File: src/rtl/inc_dec_pulse_gen.sv
// Button front-end for the inc/dec counter: sync, debounce, edge detect and arbitration per channel.
// Optional auto-repeat while a button is held is built when AUTO_REPEAT_EN is defined.
module inc_dec_pulse_gen #(
    parameter int DEBOUNCE_CYCLES = 4,
    parameter int REPEAT_DELAY    = 16,
    parameter int REPEAT_RATE     = 4,
    parameter int CNT_W           = 8
) (
    input  logic clk,
    input  logic rst,
    input  logic btn_up,
    input  logic btn_dn,
    output logic inc,
    output logic dec,
    output logic up_level,
    output logic dn_level
);

    localparam logic [1:0] ST_IDLE   = 2'd0;
    localparam logic [1:0] ST_PRESS  = 2'd1;
`ifdef AUTO_REPEAT_EN
    localparam logic [1:0] ST_DELAY  = 2'd2;
    localparam logic [1:0] ST_REPEAT = 2'd3;
`else
    localparam logic [1:0] ST_HELD   = 2'd2;
`endif

    function automatic logic [CNT_W-1:0] sat_inc(input logic [CNT_W-1:0] v);
        return (v == {CNT_W{1'b1}}) ? v : v + 1'b1;
    endfunction

    logic [1:0] btn_w;
    logic [1:0] level_w;
    logic [1:0] pulse_w;

    assign btn_w = {btn_dn, btn_up};

    // Channel 0 is up/inc, channel 1 is down/dec.
    for (genvar g = 0; g < 2; g++) begin : g_ch
        logic             sync1_q, sync2_q;
        logic             level_q, level_d;
        logic             pulse_q, pulse_d;
        logic [CNT_W-1:0] db_cnt_q, db_cnt_d;
        logic [1:0]       st_q, st_d;
        logic             other_lvl;
`ifdef AUTO_REPEAT_EN
        logic [CNT_W-1:0] rpt_cnt_q, rpt_cnt_d;
`endif

        assign other_lvl  = level_w[1-g];
        assign level_w[g] = level_q;
        assign pulse_w[g] = pulse_q;

        always_comb begin
            db_cnt_d = db_cnt_q;
            level_d  = level_q;
            if (sync2_q == level_q) begin
                db_cnt_d = '0;
            end else if (db_cnt_q >= CNT_W'(DEBOUNCE_CYCLES - 1)) begin
                level_d  = sync2_q;
                db_cnt_d = '0;
            end else begin
                db_cnt_d = sat_inc(db_cnt_q);
            end
        end

        // A pulse is only granted while the opposite level is low; this also drops simultaneous requests.
        always_comb begin
            st_d    = st_q;
            pulse_d = 1'b0;
`ifdef AUTO_REPEAT_EN
            rpt_cnt_d = rpt_cnt_q;
`endif
            case (st_q)
                ST_IDLE: begin
                    if (level_q) begin
                        st_d    = ST_PRESS;
                        pulse_d = ~other_lvl;
`ifdef AUTO_REPEAT_EN
                        rpt_cnt_d = CNT_W'(1);
`endif
                    end
                end
                ST_PRESS: begin
                    if (!level_q) begin
                        st_d = ST_IDLE;
                    end else begin
`ifdef AUTO_REPEAT_EN
                        st_d      = ST_DELAY;
                        rpt_cnt_d = sat_inc(rpt_cnt_q);
`else
                        st_d = ST_HELD;
`endif
                    end
                end
`ifdef AUTO_REPEAT_EN
                ST_DELAY, ST_REPEAT: begin
                    if (!level_q) begin
                        st_d = ST_IDLE;
                    end else if (!other_lvl) begin
                        if (rpt_cnt_q >= ((st_q == ST_DELAY) ? CNT_W'(REPEAT_DELAY)
                                                              : CNT_W'(REPEAT_RATE))) begin
                            st_d      = ST_REPEAT;
                            pulse_d   = 1'b1;
                            rpt_cnt_d = CNT_W'(1);
                        end else begin
                            rpt_cnt_d = sat_inc(rpt_cnt_q);
                        end
                    end
                end
`else
                ST_HELD: begin
                    if (!level_q) st_d = ST_IDLE;
                end
`endif
                default: st_d = ST_IDLE;
            endcase
        end

        always_ff @(posedge clk or posedge rst) begin
            if (rst) begin
                sync1_q  <= 1'b0;
                sync2_q  <= 1'b0;
                level_q  <= 1'b0;
                db_cnt_q <= '0;
                st_q     <= ST_IDLE;
                pulse_q  <= 1'b0;
`ifdef AUTO_REPEAT_EN
                rpt_cnt_q <= '0;
`endif
            end else begin
                sync1_q  <= btn_w[g];
                sync2_q  <= sync1_q;
                level_q  <= level_d;
                db_cnt_q <= db_cnt_d;
                st_q     <= st_d;
                pulse_q  <= pulse_d;
`ifdef AUTO_REPEAT_EN
                rpt_cnt_q <= rpt_cnt_d;
`endif
            end
        end
    end

    assign inc      = pulse_w[0];
    assign dec      = pulse_w[1];
    assign up_level = level_w[0];
    assign dn_level = level_w[1];

endmodule

File: config.mk
export PLATFORM = sky130hd
export DESIGN_NAME = inc_dec_pulse_gen
export DESIGN_NICKNAME = d
export VERILOG_FILES = /design/src/rtl/inc_dec_pulse_gen.sv
export SDC_FILE = /design/constraint.sdc
export NUM_CORES = 1
export LEC_CHECK = 0
export BUFFER_PORTS_ARGS = -buffer_cell sky130_fd_sc_hd__buf_4
export CAP_MARGIN = 25
export CORE_UTILIZATION = 45
export DETAILED_ROUTE_END_ITERATION = 8
export PLACE_DENSITY = 0.69
export SYNTH_ARGS = -nofsm -noshare
export SYNTH_HDL_FRONTEND = slang
export SYNTH_SLANG_ARGS = --single-unit
File: constraint.sdc
create_clock -name clk -period 1.5 [get_ports clk]
set_input_delay 0.3 -clock clk [delete_from_list [all_inputs] [get_ports clk]]
set_output_delay 0.3 -clock clk [all_outputs]
set_load 0.02 [all_outputs]
==> results of run 1 <==
## metal layers
metal,vias up,share of wire,global-route usage
met2,8,0.51,0.192
met4,0,0.012,0.100
met1,249,0.44,0.140
met3,2,0.034,0.0226
met5,-,0,0
li1,240,-,-
## layout make-up
type	count	share of cell area
well taps	27	0.0302
clock buffers	4	0.0324
flip-flops and latches	28	0.626
multi-input cells	42	0.248
repair buffers	8	0.0536
inverters	3	0.0101
## cell families after synthesis
| family | share of synthesized area |
|---|---|
| multiplexers | 0.0317 |
| other | 0.00395 |
| flip-flops | 0.739 |
| AO/OA/AOI/OAI | 0.0106 |
| AND/OR/NAND/NOR | 0.140 |
| adder cells (fa/ha/maj) | 0.0264 |
| buffers and inverters | 0.0119 |
| XOR/XNOR | 0.0369 |
## registers in the layout, indices dropped and copies added (netlist names)
signal,cells
dec,1
inc,1
dn_level,1
up_level,1
g_ch.sync2_q,2
g_ch.db_cnt_q,16
g_ch.sync1_q,2
g_ch.st_q,4
## critical path: cells and delay by family, from the launching register on
family | cells | cell delay, ns
multiplexers | 1 | 0.31
flip-flops | 1 | 0.41
AND/OR/NAND/NOR | 2 | 0.33
adder cells (fa/ha/maj) | 1 | 0.21
## cell usage after synthesis
cell and count:
nand4_1 2, nor3b_1 2, and2_1 2, xor2_1 4
nor3_1 2, mux2_4 2, nand2_1 2, nor4_2 2
and4_2 2, ha_1 2, a21oi_1 2, dfrtp_1 28
nor2_1 2, nand3_1 2, nor2b_1 2, inv_1 3
conb_1 1
## worst max-delay path by stage
stage / startpoint / endpoint / slack, ns / cells after the start
after floorplan: g_ch[0].db_cnt_q[0] / up_level / 0.26 / 4
after global placement: g_ch[0].db_cnt_q[0] / up_level / 0.20 / 4
after detailed placement: g_ch[0].db_cnt_q[0] / up_level / 0.16 / 4
after CTS: g_ch[0].db_cnt_q[0] / up_level / 0.14 / 4
after global routing: g_ch[0].db_cnt_q[0] / up_level / 0.03 / 4
final: g_ch[0].db_cnt_q[0] / up_level / 0.14 / 4
## through the flow
stage	hold slack, ns	setup slack, ns	util	instance area, um2
floorplan	0.331	0.260	-	990
global placement	0.336	0.201	0.552	1080
detailed placement	0.336	0.164	0.552	1080
CTS	0.0175	0.139	0.571	1120
global route	0.0426	0.0321	0.571	1120
finish	0.0181	0.139	0.571	1120
## where the power goes
group | internal (uW) | switching, uW | total, uW
Clock | 148 | 195 | 343
Combinational | 49.6 | 48.7 | 98.3
Sequential | 807 | 32.5 | 840
## cells in the final DEF, fill, tap and decap left out, drive strengths merged
cell    count
xor2        4
nor4        2
a21oi       2
nor3b       2
nand2       2
nand3       2
clkbuf      4
and4        2
nand4       2
nor2        2
nor3        2
conb       12
mux2        2
buf         8
inv         3
and2        2
ha          2
dfrtp      28
nor2b       2
==> reports/results.ini, run 1 <==
[final_layout]
num-fill-cells=171
area_growth_pct=18.1
multi_input_area_um2=278
drive_gt1_frac=0.212
n_antenna_cell=0
final_cells=112
fin_nets=92
ff_latch_area_um2=701

[clocking]
root_buffer=clkbuf_4
cts_tree=yes
cts.clk_slew.worst_paths_ns=0.13
clock_latency_ns=0.31
max-clock-path-buffers=2
postCtsResizedCells=0
cts_sinks=28
postCtsSetupBuffers=0
htreeDepth=1
cts_buffers=3
cts_hold_buffers=0

[route]
ant_nets=0
wl_per_cell_um=9.59
drtPass1Iterations=2
wl_um=1070
dr_total_vias=499
drcViolationCount=0
vias_per_cell=4.46
drt_iter0_drc=7

[timing]
grt_setup_unrepaired=no
period_share=0.907
fmax_mhz=735
setup_tns_ns=0
hold_viol=0
min_period_ns=1.36
slew_viol_final=0
setup_violations=0
fin_skew_ns=0.00410

[global_routing]
grt_pass1_wl_um=1790
grt_usage=0.120
grt_pass1_vias=461
grt_overflow_total=0
antenna_found_initial=0
grt_max_degree=29

[floorplanning]
rows=16
die_w_um=47.9
die_y_um=47.9
ios=8
core-area_mm2=0.00196
start_util=0.483
dieArea_mm2=0.00230

[placed_design]
hpwl_um=790
gp_congestion=0.631
dp_cells=108
io_buffers=7

[setup_path]
critPathKind=reg2reg
slowest_delay_ns=0.41
start_kind=flop
crit_chain=ha_1 > nor3_1 > nand2_1 > mux2_4
required_ns=1.71
rr_endpoint=up_level
critPathMaxFanout=2
arrival_ns=1.57
r2r.worst_path.cells=4
slowest_stage=dfrtp_1
reg2reg_setup_slack_ns=0.14
end_kind=flop
timing.rr.start=g_ch[0].db_cnt_q[0]

[yosys]
netlist_instances=62
seq_area_frac_synth=0.739
netlist_area_um2=948
netlist.area_leader.share=0.739
synthTopCellsByArea=dfrtp_1, xor2_1, mux2_4
ys_types=17
avgSynthCellArea_um2=15.3
ys_warn_count=0
synth_top_area_cell=dfrtp_1
synth-seq-cells=28

[power]
p_per_area_mw_per_mm2=1140
p_total_uw=1280
ir_drop_uv=763
p_leak_uw=0.000545

[job]
max_cap_viol_count=0

[status]
status=completed

[min_path]
min_path_type=in2async

Note: power is estimated with default switching activity, not from simulation.
==> run 2, diff against run 1 <==
--- a/config.mk
+++ b/config.mk
@@ -9,7 +9,7 @@
 export CAP_MARGIN = 25
 export CORE_UTILIZATION = 45
 export DETAILED_ROUTE_END_ITERATION = 8
-export PLACE_DENSITY = 0.69
+export PLACE_DENSITY = 0.74
 export SYNTH_ARGS = -nofsm -noshare
 export SYNTH_HDL_FRONTEND = slang
 export SYNTH_SLANG_ARGS = --single-unit
==> run 2 against run 1 <==
  * Flip-flop and latch count unchanged
  * Sequential share of layout area unchanged
  * Register-to-register slack gained 0.03 ns
==> reports/results.ini, run 2 (synthesis gave the netlist of run 1 again) <==
[route]
wl_per_cell_um=10.5
drtPass1Iterations=3
ant_nets=0
drcViolationCount=0
drt_iter0_drc=2
vias_per_cell=4.39
wl_um=1180
dr_total_vias=492

[placed_design]
dpl_cell_area_mm2=0.00108
io_buffers=7
dp_slack_ns=0.194
gp_congestion=0.609
hpwl_um=866

[timing]
slew_viol_final=0
hold-worst-slack_ns=0.0210
setup_violations=0
setup_tns_ns=0
hold_viol=0
min_period_ns=1.33
grt_setup_unrepaired=no
fin_skew_ns=0.00348
fin_ws_ns=0.172
period_share=0.885
fmax_mhz=753

[floorplanning]
ios=8
start_util=0.483
rows=16
die_w_um=47.9
core-area_mm2=0.00196
die_y_um=47.9
dieArea_mm2=0.00230

[setup_path]
cpLargestDelayFamily=flip-flops
slowest_delay_ns=0.40
arrival_ns=1.54
endpoint=dn_level
cp-startpoint=g_ch[1].db_cnt_q[0]
crit_chain=ha_1 > nor4_2 > nand2_1 > mux2_4
rr_endpoint=dn_level
timing.rr.start=g_ch[1].db_cnt_q[0]
critPathKind=reg2reg
r2r.worst_path.cells=4
reg2reg_setup_slack_ns=0.17
required_ns=1.72
end_kind=flop
slowest_stage=dfrtp_1
critPathMaxFanout=2
worstSetupPathDepth=4
start_kind=flop
crit_buf_inv=0

[final_layout]
reg_top3=g_ch.db_cnt_q (16), g_ch.st_q (4)
stdcell_area_mm2=0.00112
largest_reg_flops=16
mostFrequentLayoutCells=dfrtp_1, conb_1, buf_4
largest-register=g_ch.db_cnt_q
final_common_cell=dfrtp_1
fin_nets=92
area_growth_pct=18.1
n_antenna_cell=0
drive_gt1_frac=0.212

[global_routing]
grt_pass1_wl_um=1920
antenna_found_initial=0
globalRouteMet1Util=0.159
busiest_layer=met2
grt_use_met3=0.0340
met2_usage=0.203
grt_usage=0.130
grt_overflow_total=0
grt_max_degree=29
grt_pass1_vias=448

[clocking]
max-clock-path-buffers=2
cts_sinks=28
clock_latency_ns=0.31
postCtsResizedCells=0
htreeDepth=1
root_buffer=clkbuf_4
cts_tree=yes
cts_hold_buffers=0
postCtsSetupBuffers=0
cts_buffers=3
cts.clk_slew.worst_paths_ns=0.13

[power]
combPwrFrac=0.078
switching_share=0.218
power_frac_clock=0.267
power.share.sequential=0.654
ir_drop_uv=693
p_leak_uw=0.000545
p_per_area_mw_per_mm2=1150
p_switching_uw=281
intPower_uw=1010
p_total_uw=1290

[job]
max_cap_viol_count=0

[min_path]
min_path_type=in2async

[status]
status=completed

[run 2: cell counts in the layout (fill, tap and decap cells not counted)]
No cell type changed its count.
[run 2: worst register-to-register path, delay by kind of cell (launching register included)]
kind	cells	cell delay [ns]
multiplexers	1	0.31
AND/OR/NAND/NOR	2	0.30
adder cells (fa/ha/maj)	1	0.22
flip-flops	1	0.40
[run 2: worst min-delay path by stage]
stage,from,end,slack (ns),cells after the start
floorplan,g_ch[0].sync1_q,g_ch[0].sync2_q,0.33,0
global placement,g_ch[0].sync1_q,g_ch[0].sync2_q,0.33,0
detailed placement,g_ch[0].sync1_q,g_ch[0].sync2_q,0.34,0
CTS,rst,g_ch[0].sync1_q,0.01,3
global route,rst,g_ch[0].sync1_q,0.02,3
finish,rst,g_ch[1].sync1_q,0.02,3
[run 2: cell type report]
type | count | area, um2
Clock buffer | 4 | 36.3
Multi-Input combinational cell | 42 | 278
Tap cell | 27 | 33.8
Inverter | 3 | 11.3
Timing Repair Buffer | 8 | 60.1
Fill cell | 187 | 842
Sequential cell | 28 | 701
[run 2: power groups by stage]
stage	Clock, uW	Sequential (uW)	Combinational (uW)
after global placement	0	853	98.5
after CTS	366	842	103
final	344	841	101
after global routing	396	848	115
after detailed placement	0	857	102
after floorplan	0	861	57.8
[run 2: metrics by stage]
step                       util  instances
after floorplan               -         73
after global placement    0.552        108
after detailed placement  0.552        108
after CTS                 0.571        112
after global routing      0.571        112
final                     0.571        112
[run 2: layer usage]
metal	share of wire	wire (um)
met1	0.43	506
met2	0.52	618
met3	0.028	33
met4	0.016	19
met5	0	0
==> run 3, diff against run 2 <==
--- a/config.mk
+++ b/config.mk
@@ -7,6 +7,7 @@
 export LEC_CHECK = 0
 export BUFFER_PORTS_ARGS = -buffer_cell sky130_fd_sc_hd__buf_4
 export CAP_MARGIN = 25
+export CORE_MARGIN = 5
 export CORE_UTILIZATION = 45
 export DETAILED_ROUTE_END_ITERATION = 8
 export PLACE_DENSITY = 0.74
==> run 3 against run 2 <==
  * Count of clock-buffer cells in the layout did not move
  * Non-clock buffer count did not move
  * Sequential share of layout area did not move
  * Largest cell class unchanged
  * Via count fell by 0.41%
  * Clock skew barely moved
  * Critical path depth did not move
  * Critical endpoint unchanged
  * Global-route usage fell by 4.1 points
  * Clock power barely moved
==> reports/results.ini, run 3 (synthesis gave the netlist of run 1 again) <==
[timing]
fmax_mhz=742
min_period_ns=1.35
period_share=0.898
setup_tns_ns=0
grt_setup_unrepaired=no
slew_viol_final=0
setup_violations=0
fin_skew_ns=0.00352
hold_viol=0
fin_ws_ns=0.153

[clocking]
postCtsResizedCells=0
postCtsSetupBuffers=0
max-clock-path-buffers=2
htreeDepth=1
clock_latency_ns=0.31
cts.clk_slew.worst_paths_ns=0.13
cts_buffers=3
cts_tree=yes
root_buffer=clkbuf_4
cts_hold_buffers=0
cts_sinks=28

[route]
drt_iter0_drc=0
drcViolationCount=0
dr_total_vias=490
drtPass1Iterations=1
ant_nets=0
wl_um=1120
wl_per_cell_um=10.0
vias_per_cell=4.38

[global_routing]
grt_use_met3=0.0186
grt_max_degree=29
busiest_layer=met2
grt_pass1_vias=525
antenna_found_initial=0
grt_overflow_total=0
met2_usage=0.132
globalRouteMet1Util=0.100
grt_usage=0.0891
grt_pass1_wl_um=2100

[final_layout]
drive_gt1_frac=0.212
num-fill-cells=166
fin_nets=92
largest-register=g_ch.db_cnt_q
largest_reg_flops=16
reg_top3=g_ch.db_cnt_q (16), g_ch.st_q (4)
n_antenna_cell=0
area_growth_pct=18.1
mostFrequentLayoutCells=dfrtp_1, conb_1, buf_4
final_common_cell=dfrtp_1

[floorplanning]
core-area_mm2=0.00198
rows=16
ios=8
dieArea_mm2=0.00313
start_util=0.479
die_w_um=55.9
die_y_um=55.9

[power]
p_per_area_mw_per_mm2=1150
p_total_uw=1280
p_leak_uw=0.000545
ir_drop_uv=643

[status]
status=completed

[setup_path]
r2r.worst_path.cells=4
start_kind=flop
critPathKind=reg2reg
arrival_ns=1.56
required_ns=1.71
end_kind=flop
critPathMaxFanout=2

[placed_design]
dp_slack_ns=0.150
hpwl_um=810
gp_congestion=0.736
io_buffers=7

[min_path]
min_path_type=in2async

[job]
max_cap_viol_count=0

-- run 3: critical path, stage by stage, from the launching register on --
cell and delay (ns):
dfrtp_1 0.42, ha_1 0.23, nor4_2 0.19, nand2_1 0.11, mux2_4 0.30
-- run 3: cell type report --
type	count	area, um2	area share
Clock buffer	4	36.3	0.0324
Inverter	3	11.3	0.0101
Multi-Input combinational cell	42	278	0.248
Sequential cell	28	701	0.626
Tap cell	27	33.8	0.0302
Timing Repair Buffer	8	60.1	0.0536
-- run 3: metrics by stage --
stage                     cells  area (um2)   util  hold slack (ns)
final                       112        1120  0.565           0.0133
after global routing        112        1120  0.565           0.0299
after CTS                   112        1120  0.565           0.0193
after detailed placement    108        1080  0.547            0.339
after global placement      108        1080  0.547            0.336
after floorplan              73         990      -            0.331
-- run 3: path summary, 6_finish.rpt --
| check | startpoint | to | slack [ns] |
|---|---|---|---|
| max in group asynchronous | rst | g_ch[1].db_cnt_q[1] | 1.23 |
| max | g_ch[1].db_cnt_q[0] | dn_level | 0.15 |
| min reg2reg | g_ch[0].sync1_q | g_ch[0].sync2_q | 0.37 |
| min in group clk | btn_up | g_ch[0].sync1_q | 0.08 |
| max reg2reg | g_ch[1].db_cnt_q[0] | dn_level | 0.15 |
| min | rst | g_ch[0].sync1_q | 0.01 |
-- run 3: power by group --
group / internal, uW / switching [uW] / leakage [uW]
clock network: 148 / 196 / 0.0000210
logic: 49.7 / 50.0 / 0.000180
registers: 807 / 33.0 / 0.000344
total: 1010 / 279 / 0.000545
-- run 3: metal layers --
metal / wire (um) / part of all wire / up-vias
met5: 0 / 0 / -
met3: 44 / 0.039 / 4
met2: 530 / 0.47 / 11
met4: 44 / 0.039 / 0
met1: 502 / 0.45 / 232
li1: - / - / 243
